File: config.mk
export PLATFORM = sky130hd
export DESIGN_NAME = shared_reg_arbiter
export DESIGN_NICKNAME = d
export VERILOG_FILES = /design/src/rtl/shared_reg_arbiter.sv
export SDC_FILE = /design/constraint.sdc
export NUM_CORES = 1
export LEC_CHECK = 0
export ABC_AREA = 1
export CORE_MARGIN = 10
export CORE_UTILIZATION = 40
export CTS_CLUSTER_DIAMETER = 60
export DETAILED_ROUTE_END_ITERATION = 8
export PLACE_DENSITY = 0.81
export SLEW_MARGIN = 30
export SYNTH_ARGS = -nofsm -noshare
export SYNTH_HDL_FRONTEND = slang
export SYNTH_SLANG_ARGS = --single-unit
File: constraint.sdc
create_clock -name clk -period 1.6 [get_ports clk]
set_input_delay 0.24 -clock clk [delete_from_list [all_inputs] [get_ports clk]]
set_output_delay 0.24 -clock clk [all_outputs]
set_load 0.01 [all_outputs]
File: src/rtl/shared_reg_arbiter.sv
// Round-robin arbiter for up to four requesters sharing one WIDTH-bit register.
// The current owner either loads its data lane or forces the register to all ones.
module shared_reg_arbiter #(
    parameter int unsigned WIDTH    = 8,
    parameter int unsigned MAX_HOLD = 4
) (
    input  logic               clk,
    input  logic               rst,
    input  logic [3:0]         req,
    input  logic [3:0]         set_req,
    input  logic [4*WIDTH-1:0] din,
    output logic [3:0]         gnt,
    output logic [1:0]         owner,
    output logic               busy,
    output logic [WIDTH-1:0]   q
);

    typedef enum logic {IDLE, GRANT} state_t;

    localparam logic [3:0] HOLD = 4'(MAX_HOLD);

    state_t           state, state_n;
    logic [1:0]       ptr, ptr_n;
    logic [3:0]       cnt, cnt_n, cnt_inc;
    logic [3:0]       gnt_n;
    logic [1:0]       owner_n;
    logic             busy_n;
    logic [WIDTH-1:0] q_n;
    logic [1:0]       pick;
    logic             found;

    // First active requester at or after ptr, wrapping modulo 4.
    always_comb begin
        pick  = ptr;
        found = 1'b0;
        for (int unsigned k = 0; k < 4; k++) begin
            if (!found && req[ptr + 2'(k)]) begin
                pick  = ptr + 2'(k);
                found = 1'b1;
            end
        end
    end

    assign cnt_inc = cnt + 4'd1;

    always_comb begin
        state_n = state;
        ptr_n   = ptr;
        cnt_n   = cnt;
        gnt_n   = gnt;
        owner_n = owner;
        busy_n  = busy;
        q_n     = q;
        case (state)
            IDLE: begin
                if (found) begin
                    owner_n = pick;
                    gnt_n   = 4'b0001 << pick;
                    busy_n  = 1'b1;
                    cnt_n   = '0;
                    state_n = GRANT;
                end
            end
            GRANT: begin
                if (req[owner]) begin
                    q_n   = set_req[owner] ? '1 : din[owner*WIDTH +: WIDTH];
                    cnt_n = cnt_inc;
                end
                // Release on a dropped request or on the last permitted write.
                if (!req[owner] || cnt_inc == HOLD) begin
                    state_n = IDLE;
                    gnt_n   = '0;
                    busy_n  = 1'b0;
                    ptr_n   = owner + 2'd1;
                end
            end
            default: state_n = IDLE;
        endcase
    end

    always_ff @(posedge clk) begin
        if (rst) begin
            state <= IDLE;
            ptr   <= '0;
            cnt   <= '0;
            gnt   <= '0;
            owner <= '0;
            busy  <= 1'b0;
            q     <= '0;
        end else begin
            state <= state_n;
            ptr   <= ptr_n;
            cnt   <= cnt_n;
            gnt   <= gnt_n;
            owner <= owner_n;
            busy  <= busy_n;
            q     <= q_n;
        end
    end

endmodule
==> flow_summary.ini, run 1 <==
[run_status]
status = finished, violations left
violations = setup timing

[global_route]
grt_pass1_wl_um = 7845
grt_max_degree = 20
grt_pass1_vias = 1737
grt_antenna_before_repair = 0
grt_usage_pct = 12.83
grt-ovfl-total = 0

[setup_path]
crit_buf_inv = 2
cp_cell_sequence = buf_8 -> nand2_1 -> nand3_2 -> nand2_2 -> nor2_8 -> nand3_4 -> nand2_8 -> inv_8 -> nor2_8 -> nand2_2 -> a21oi_2
crit_path_end_kind = flip-flop
crit_path_top_delay_cell = dfxtp_4
cp.required_ns = 1.80
cp_slowest_stage_delay_ns = 0.40
arrival_ns = 1.80
cp-start-kind = flip-flop
reg2reg_from = ptr[0]
worstReg2RegEnd = cnt[3]
cp-startpoint = ptr[0]
critPathKind = reg2reg
reg2reg_slack_ns = -0.0003
cp_max_fo = 8
crit_end = cnt[3]
reg2reg_depth = 11
cp_top_family = simple AND/OR/NAND/NOR gates
cp.depth = 11

[power]
combPwrFrac_pct = 69.5
p_per_area_nw_per_um2 = 1829
intPower_mw = 2.507
p_leak_nw = 1.134
switching_share_pct = 46.47
netSwitchingPower_mw = 2.176
ir_worst_vdd_mv = 0.7879
clkPwrFrac_pct = 11.0
p_seq_share_pct = 19.5

[cts]
cts.sinks = 22
cts_tree = done
cts_buffer_depth = 2
insertion_delay_ns = 0.26
cts_buffers = 3
root_buffer = clkbuf_8
htreeDepth = 1
path_clk_slew_ns = 0.08

[worst_hold_path]
hold_class = reg2reg
hp-start = busy

[cells_and_area]
final_cells = 361
antenna_cells = 0
mostFrequentLayoutCell = clkdlybuf4s50_1
layout-drive-gt1-share_pct = 27.16
final_nets = 358
nFillCells = 315
final_cell_mix = 50 x clkdlybuf4s50_1, 36 x nand2_1, 32 x o21ai_0
area_delta_synth_final_pct = 61.74

[synth]
synth_nets = 287
synth-seq-cells = 22
synth-seq-area-share_pct = 27.83
ys_warn_count = 0
syn_area_per_cell_um2 = 6.513
async_reset_ff_share_pct = 0
synth_area_um2 = 1583
synthCells = 243
synth_cell_types = 30
ys.flop_type = dfxtp_1
synth-edff-count = 0

[place]
place_ws_ns = -0.2324
dp.cells = 350
gp_congestion = 0.7970
portBuffers = 56
dpl.hpwl_um = 3746

[floorplanning]
core_area_um2 = 3744
start_util_pct = 42.28
ios = 57
dieArea_um2 = 6873
die_w_um = 82.91
rows = 22
die_y_um = 82.91

[routing]
drtPass1Iterations = 4
wl_um = 5135
ant_nets = 0
drt-initial-drc-count = 73
detailroute.via_count = 1864
avgViaCountPerCell = 5.163
wire_per_inst_um = 14.22
drc = 0

[sta]
relSlewSlack_pct = 81.40
fin_crit_ns = 1.600
finClkSkew_ns = 0.007240
timing.final.crit_share_pct = 100.0
grt_setup_unrepaired = true
max_slew.worst_pin.slew_ns = 0.2770
fmax_ghz = 0.6249
finalSetupViolCount = 1
slew_violations = 0
hold_viol = 0
timing.final.ws_setup_ns = -0.0003296

[flow_run]
maxCapViolations = 0
==> per-layer routing <==
metal | routed length (um) | track usage (%)
met1 | 2070 | 14.03
met2 | 2766 | 24.30
met3 | 279 | 3.027
met4 | 20 | 2.308
met5 | 0 | 0
==> cells by family after synthesis <==
logic type	after synthesis	synth area share (%)
buffers and inverters	29	8.300
XOR/XNOR	2	1.107
flip-flops	22	27.83
AND/OR/NAND/NOR	130	40.95
AO/OA/AOI/OAI	58	20.24
adder cells (fa/ha/maj)	2	1.581
==> through the flow <==
step           hold slack [ns]  area (um2)  power (mW)  util (%)  setup TNS, ns
2_1_floorplan           0.4063        1583       2.665         -              0
3_3_place_gp            0.4523        2250       3.584     60.09         -3.156
3_5_place_dp            0.4624        2250       3.620     60.09         -3.749
4_1_cts                 0.4721        2325       4.133     62.10              0
5_1_grt                 0.4829        2560       5.004     68.38        -0.5007
6_report                0.4657        2560       4.682     68.38     -0.0003296
==> final cells by class <==
class                           count  area (um2)  area share, %
Multi-Input combinational cell    192        1141          44.57
Timing Repair Buffer               77       753.2          29.42
Sequential cell                    22       451.7          17.64
Inverter                           18       82.58          3.226
Tap cell                           48       60.06          2.346
Clock buffer                        3       41.29          1.613
Clock inverter                      1       30.03          1.173
==> what timing repair did <==
action / in CTS / in global routing
endpoints found under the setup margin: 10 / 18
hold buffers: 0 / 0
setup buffers: 0 / 7
cloned: 0 / 0
gates resized for setup: 6 / 50
pin swaps: 0 / 23
==> cells in the mapped netlist, drive strengths merged (2+ instances only) <==
library cell | instances | share of area [%]
o22ai | 9 | 3.6
dfxtp | 22 | 28
nor2 | 32 | 9.8
xnor2 | 2 | 1.1
inv | 18 | 4.6
buf | 5 | 2.3
a21oi | 14 | 5.1
nor3 | 8 | 2.5
nand3 | 20 | 7.1
nand2 | 66 | 20
o21ai | 32 | 10
clkbuf | 6 | 1.4
ha | 2 | 1.6
nand4 | 3 | 1.6
==> flip-flops by register name (all words and copies together), names as in the netlist <==
name   count
q          8
owner      2
gnt        4
ptr        2
cnt        4
busy       1
state      1
==> power groups by stage <==
stage | clock network, mW | logic [mW] | registers [mW]
4_1_cts | 0.515 | 2.73 | 0.887
5_1_grt | 0.539 | 3.52 | 0.940
3_5_place_dp | 0 | 2.74 | 0.885
2_1_floorplan | 0 | 1.72 | 0.945
3_3_place_gp | 0 | 2.69 | 0.889
6_report | 0.516 | 3.25 | 0.913
==> how the worst min path moves through the flow <==
stage	end	slack (ns)	cells after the start
after detailed placement	busy	0.46	1
after global placement	busy	0.45	1
after floorplan	busy	0.41	2
after global routing	cnt[0]	0.48	1
final	busy	0.47	1
after CTS	busy	0.47	1
Power figures use the tool's default switching activity.
==> run 2: changes to the inputs <==
==> constraint.sdc (replaced) <==
create_clock -name clk -period 1.6 [get_ports clk]
set_input_delay 0.16 -clock clk [delete_from_list [all_inputs] [get_ports clk]]
set_output_delay 0.16 -clock clk [all_outputs]
set_load 0.01 [all_outputs]
==> run 2 against run 1 <==
The flow still finishes with violations (setup timing). Power grew 4.0%. Setup slack lost 0.059 ns. Fmax shrank 3.5%. Die area is the same. Register-to-register slack lost 0.06 ns. Non-clock buffer count grew 1. Combinational power grew 5%. Sequential share of layout area shrank 0.38 points. Sequential cell count is the same. Final area grew 1.9%.
==> flow_summary.ini, run 2 (synthesized netlist as in run 1, its figures left out) <==
[global_route]
grt_usage_pct = 13.71
grt_pass1_wl_um = 8342
grt_max_degree = 20
grt-ovfl-total = 0
grt_pass1_vias = 1839
grt_antenna_before_repair = 0

[floorplanning]
rows = 22
dieArea_um2 = 6873
ios = 57
die_y_um = 82.91
start_util_pct = 42.28
core_area_um2 = 3744
die_w_um = 82.91

[routing]
drc = 0
ant_nets = 0
detailroute.via_count = 1963
avgViaCountPerCell = 5.408
drtPass1Iterations = 4
drt-initial-drc-count = 70
wire_per_inst_um = 15.46
wl_um = 5613

[sta]
relSlewSlack_pct = 83.03
fin_crit_ns = 1.659
hold_viol = 0
timing.final.crit_share_pct = 103.7
setup-tns-final_ns = -0.1841
timing.final.ws_setup_ns = -0.05923
grt_setup_unrepaired = true
fmax_ghz = 0.6027
finClkSkew_ns = 0.005886
max_slew.worst_pin.slew_ns = 0.2543
slew_violations = 0
whs_ns = 0.4717
finalSetupViolCount = 6

[power]
ir_worst_vdd_mv = 0.7784
p_per_area_nw_per_um2 = 1866
switching_share_pct = 47.90
combPwrFrac_pct = 70.2
p_leak_nw = 1.139
netSwitchingPower_mw = 2.331
intPower_mw = 2.536
p_seq_share_pct = 19.1
clkPwrFrac_pct = 10.7

[setup_path]
reg2reg_slack_ns = -0.06
critPathKind = reg2reg
cp-startpoint = ptr[0]
cp.required_ns = 1.80
cp-start-kind = flip-flop
arrival_ns = 1.86
reg2reg_from = ptr[0]
worstReg2RegEnd = gnt[3]
crit_path_end_kind = flip-flop
reg2reg_depth = 10
cp_max_fo = 8
crit_end = gnt[3]

[cts]
cts_tree = done
htreeDepth = 1
insertion_delay_ns = 0.27
cts_buffer_depth = 2
root_buffer = clkbuf_8
path_clk_slew_ns = 0.08
cts_buffers = 3
hold_buffers = 0
cts.sinks = 22

[cells_and_area]
largest_reg_flops = 8
antenna_cells = 0
seq_area_um2 = 450.4
layout-drive-gt1-share_pct = 28.25
final_cell_mix = 53 x clkdlybuf4s50_1, 37 x nand2_1, 31 x o21ai_0
top_regs = q: 8 flops, cnt: 4 flops, gnt: 4 flops
top_register = q
mostFrequentLayoutCell = clkdlybuf4s50_1
multi_input_area_um2 = 1190
area_delta_synth_final_pct = 64.82
fin_area_um2 = 2609
final_nets = 360
nFillCells = 311

[place]
portBuffers = 56
place_ws_ns = -0.1855
placed_cell_area_um2 = 2257
gp_congestion = 0.7978
dpl.hpwl_um = 3883

[run_status]
violations = setup timing
status = finished, violations left

[worst_hold_path]
hold_class = reg2reg

[flow_run]
maxCapViolations = 0
-- run 2: worst min-delay path by stage --
stage / startpoint / depth (start not counted) / to / slack (ns)
2_1_floorplan: rst / 2 / busy / 0.33
3_3_place_gp: busy / 1 / busy / 0.45
3_5_place_dp: busy / 1 / busy / 0.46
4_1_cts: busy / 1 / busy / 0.47
5_1_grt: cnt[0] / 1 / cnt[0] / 0.49
6_report: busy / 1 / busy / 0.47
-- run 2: power groups by stage --
stage               combinational (mW)  clock, mW  sequential [mW]
global route                      3.70      0.543            0.956
global placement                  2.70          0            0.891
detailed placement                2.76          0            0.893
CTS                               2.79      0.513            0.898
finish                            3.42      0.520            0.928
floorplan                         1.72          0            0.945
-- run 2: cell type report --
type / count / share of cell area [%]
flip-flops and latches: 22 / 17.27
well taps: 48 / 2.302
repair buffers: 78 / 28.82
inverters: 18 / 3.261
clock inverters: 1 / 1.151
clock buffers: 3 / 1.583
multi-input cells: 193 / 45.61
-- run 2: through the flow --
stage               cells  utilization, %  total power, mW
finish                363           69.69            4.868
global route          363           69.69            5.204
CTS                   355           62.43            4.199
detailed placement    351           60.29            3.654
global placement      351           60.29            3.591
floorplan             243               -            2.665
-- run 2: metal layers --
metal	routed length, um	GRT usage [%]	up-vias
met2	3068	26.54	72
li1	-	-	956
met5	0	0	-
met3	334	3.613	13
met4	97	2.923	0
met1	2112	14.14	922
-- run 2: repair_timing --
| action | CTS | global route |
|---|---|---|
| endpoints found under the setup margin | 8 | 14 |
| gates resized for setup | 5 | 56 |
| pin swaps | 0 | 20 |
| gates cloned | 0 | 1 |
| buffers inserted | 0 | 7 |
-- run 2: critical path, cell delays in order (launching register included) --
cell and delay (ns):
dfxtp_4 0.38, buf_8 0.14, nand2_1 0.10, nand3_1 0.10, nand2_2 0.15, nand4_4 0.15
nand2_2 0.14, nand2_2 0.08, nor2_4 0.10, nand2_1 0.09, a21oi_2 0.13
==> run 3: changes to the inputs <==
- ABC_CLOCK_PERIOD_IN_PS: default -> 1600
- CTS_BUF_LIST: default -> sky130_fd_sc_hd__clkbuf_8 sky130_fd_sc_hd__clkbuf_16
- HOLD_SLACK_MARGIN: default -> 0.1
==> results of run 3 <==
No change in the layout: final DEF, timing and power equal those of run 2.
==> RTL change 1 (config.mk and constraints of run 1) <==
Change the parameter `WIDTH` from 8 to 12.
--- a/src/rtl/shared_reg_arbiter.sv
+++ b/src/rtl/shared_reg_arbiter.sv
@@ -1,7 +1,7 @@
 // Round-robin arbiter for up to four requesters sharing one WIDTH-bit register.
 // The current owner either loads its data lane or forces the register to all ones.
 module shared_reg_arbiter #(
-    parameter int unsigned WIDTH    = 8,
+    parameter int unsigned WIDTH    = 12,
     parameter int unsigned MAX_HOLD = 4
 ) (
     input  logic               clk,
Interface: changed (resized din and q); port bits go from 57 to 77. No check against the original RTL was run, so the function may have changed too.
==> RTL change 1 against run 1 <==
The run still ends with negative setup slack left. Setup slack worse by 28 ps. Sequential cell count increased by 4. Sequential power rose by 15%. Die area grew 11%. Via count rose by 21%. Global-route usage increased by 2.6 points. Design area up 18%. Routed wire length grew 23%. Total power is 4.5% higher. Clock skew fell by 5.7 ps. Critical path type is now primary input to register. Area after synthesis grew 14%. Worst hold slack got worse by 8.5 ps.
==> RTL change 1: results <==
INSERT INTO impl_metrics (metric_group, metric, value, unit) VALUES
('sta', 'whs', '457', 'ps'),
('route', 'detailroute.wirelength.met3', '696', 'um'),
('global_routing', 'via_count_of_the_first_global_routing_pass', '2215', ''),
('global_routing', 'groute.layer.met2.usage', '0.285', ''),
('worst_setup_path', 'reg2reg_from', 'ptr[1]', ''),
('worst_setup_path', 'r2r.worst_path.cells', '12', ''),
('route', 'met2_length', '3.22', 'mm'),
('layout', 'fillers', '365', ''),
('placed_design', 'finalWeightedCongestion', '0.890', ''),
('logic_synthesis', 'synth-xor-area-share', '0.0145', ''),
('outcome', 'failed_checks', 'negative setup slack', ''),
('global_routing', 'groute.layer.met1.usage', '0.154', ''),
('sta', 'setup_viol', '4', ''),
('outcome', 'status', 'finished, violations left', ''),
('sta', 'fin_ws', '-28.8', 'ps'),
('worst_setup_path', 'cp_data_arrival_time', '1840', 'ps'),
('layout', 'drive_above_1_share', '0.240', ''),
('logic_synthesis', 'avgSynthCellArea', '6.18', 'um2'),
('placed_design', 'post-place-ws', '-247', 'ps'),
('route', 'initialDrtViolationCount', '119', '');
## RTL change 1: cell count changes after synthesis, sizes merged, moves of 2 or more
cell / run 1 / this run
o22ai: 9 / 13
nor2: 32 / 46
dfxtp: 22 / 26
nand2: 66 / 73
nor3: 8 / 12
xnor2: 2 / 0
clkbuf: 6 / 11
xor2: 0 / 3
o21ai: 32 / 45
## RTL change 1: critical path: stages
cell and delay (ps):
sky130_fd_sc_hd__clkdlybuf4s50_1 540, sky130_fd_sc_hd__nand2_2 90, sky130_fd_sc_hd__nand2_4 90, sky130_fd_sc_hd__nand2_1 80, sky130_fd_sc_hd__nand2_2 110, sky130_fd_sc_hd__nand4_4 130
sky130_fd_sc_hd__nand2_1 100, sky130_fd_sc_hd__nand2_1 120, sky130_fd_sc_hd__nor2_4 140, sky130_fd_sc_hd__nand2_1 80, sky130_fd_sc_hd__a21oi_2 120
## RTL change 1: power by group
part | total (mW) | internal, mW | switching [mW]
Combinational | 3.47 | 1.51 | 1.96
Clock | 0.367 | 0.169 | 0.198
Sequential | 1.05 | 0.877 | 0.173
Total | 4.89 | 2.56 | 2.34
## RTL change 1: final cells by class
type	count	area, um2	share of cell area
Sequential cell	26	532	0.175
Tap cell	52	65.1	0.0215
Clock buffer	3	41.3	0.0136
Multi-Input combinational cell	233	1300	0.430
Inverter	19	86.3	0.0285
Timing Repair Buffer	106	1000	0.331
## RTL change 1: worst max-delay path by stage
stage                     startpoint  slack, ps        to
after floorplan               ptr[0]         90    gnt[0]
final                         req[3]        -30    gnt[2]
after detailed placement      req[0]       -250    gnt[3]
after CTS                   owner[0]          2  owner[0]
after global placement        req[0]       -230    gnt[2]
after global routing          ptr[1]       -160    gnt[0]
==> RTL change 2 (config.mk and constraints of run 1) <==
Without the edit above. Make the reset (`rst`) asynchronous in one clocked block.
--- a/src/rtl/shared_reg_arbiter.sv
+++ b/src/rtl/shared_reg_arbiter.sv
@@ -78,7 +78,7 @@
         endcase
     end
 
-    always_ff @(posedge clk) begin
+    always_ff @(posedge clk or posedge rst) begin
         if (rst) begin
             state <= IDLE;
             ptr   <= '0;
Check against the original RTL: differs if rst is asserted again (counterexample within 4 cycles, from zero or initial values and one cycle with rst high); with rst held inactive, the same outputs for 10 cycles.
==> RTL change 2 against run 1 <==
Total power rose by 18%. Global-route usage rose by 2.3 points. Routed wire length rose by 7.9%. Design area rose by 3.4%. Sequential cell count did not move. Via count rose by 3.5%. Area after synthesis rose by 1.1%. Setup slack got worse by 110 ps. First-iteration DRC count rose by 44%. Non-clock buffer count rose by 8. Highest routed layer unchanged. Clock power fell by 37%. The flow still finishes with violations (negative setup slack).
==> RTL change 2: results <==
INSERT INTO impl_metrics (metric_group, metric, value, unit) VALUES
('placed_design', 'dp.cells', '360', ''),
('worst_setup_path', 'worst_path_dominant_cell_family', 'buffers and inverters', ''),
('outcome', 'failed_checks', 'negative setup slack', ''),
('power', 'power_switching', '2.72', 'mW'),
('logic_synthesis', 'synth_compound_area_frac', '0.147', ''),
('sta', 'fin_ws', '-108', 'ps'),
('layout', 'fillers', '299', ''),
('global_routing', 'global_route.usage.met3', '0.0566', ''),
('placed_design', 'dpl-instance-area', '0.00234', 'mm2'),
('layout', 'drive_above_1_share', '0.249', ''),
('logic_synthesis', 'netlist_top_cells_area', 'sky130_fd_sc_hd__dfrtp_1, sky130_fd_sc_hd__nand2_1, sky130_fd_sc_hd__nand3_1', ''),
('logic_synthesis', 'synth.distinct_cells', '23', ''),
('outcome', 'status', 'finished, violations left', ''),
('sta', 'setup_viol', '11', ''),
('sta', 'whs', '309', 'ps'),
('logic_synthesis', 'netlist_top_cells_count', 'sky130_fd_sc_hd__nand2_1, sky130_fd_sc_hd__nand3_1, sky130_fd_sc_hd__o21ai_0', ''),
('logic_synthesis', 'synth_top_flop_cell', 'sky130_fd_sc_hd__dfrtp_1', ''),
('route', 'route.detailed.vias_per_inst', '5.23', ''),
('worst_setup_path', 'critical_path_peak_fanout', '6', ''),
('sta', 'finalClockSkew', '2.57', 'ps'),
('global_routing', 'via_count_of_the_first_global_routing_pass', '1950', ''),
('global_routing', 'grt_start_max_net_pins', '24', ''),
('sta', 'max_slew_margin', '0.821', ''),
('global_routing', 'groute.layer.met1.usage', '0.165', ''),
('logic_synthesis', 'register_area_share_after_synthesis', '0.344', '');
## RTL change 2: cell count changes after synthesis, sizes merged, moves of 2 or more
cell           run 1  this run
dfxtp             22         0
o221ai             0         8
dfrtp              0        22
nor2              32        21
nand2             66       103
nor3               8         0
o21ai             32        26
inv               18        12
o22ai              9         0
xor2               0         2
a21oi             14         3
nand3             20        27
## RTL change 2: layout make-up
cell class              count  area (um2)  area share
clock buffers               3        41.3      0.0156
inverters                  13        58.8      0.0222
multi-input cells         198        1120       0.425
flip-flops and latches     22         553       0.209
well taps                  48        60.1      0.0227
repair buffers             85         808       0.305
## RTL change 2: timing repair
item,CTS,global route
setup endpoints to repair,20,22
pin swaps,16,10
endpoints found under the hold margin,0,0
gates resized for setup,36,27
hold buffers,0,0
setup buffers,1,5
## RTL change 2: logic make-up after synthesis
kind of cell | Yosys count
AOI/OAI and AO/OA | 38
xor gates and xnor gates | 3
adders and majority gates | 2
buffers and inverters | 23
DFF | 22
and+or+nand+nor | 155
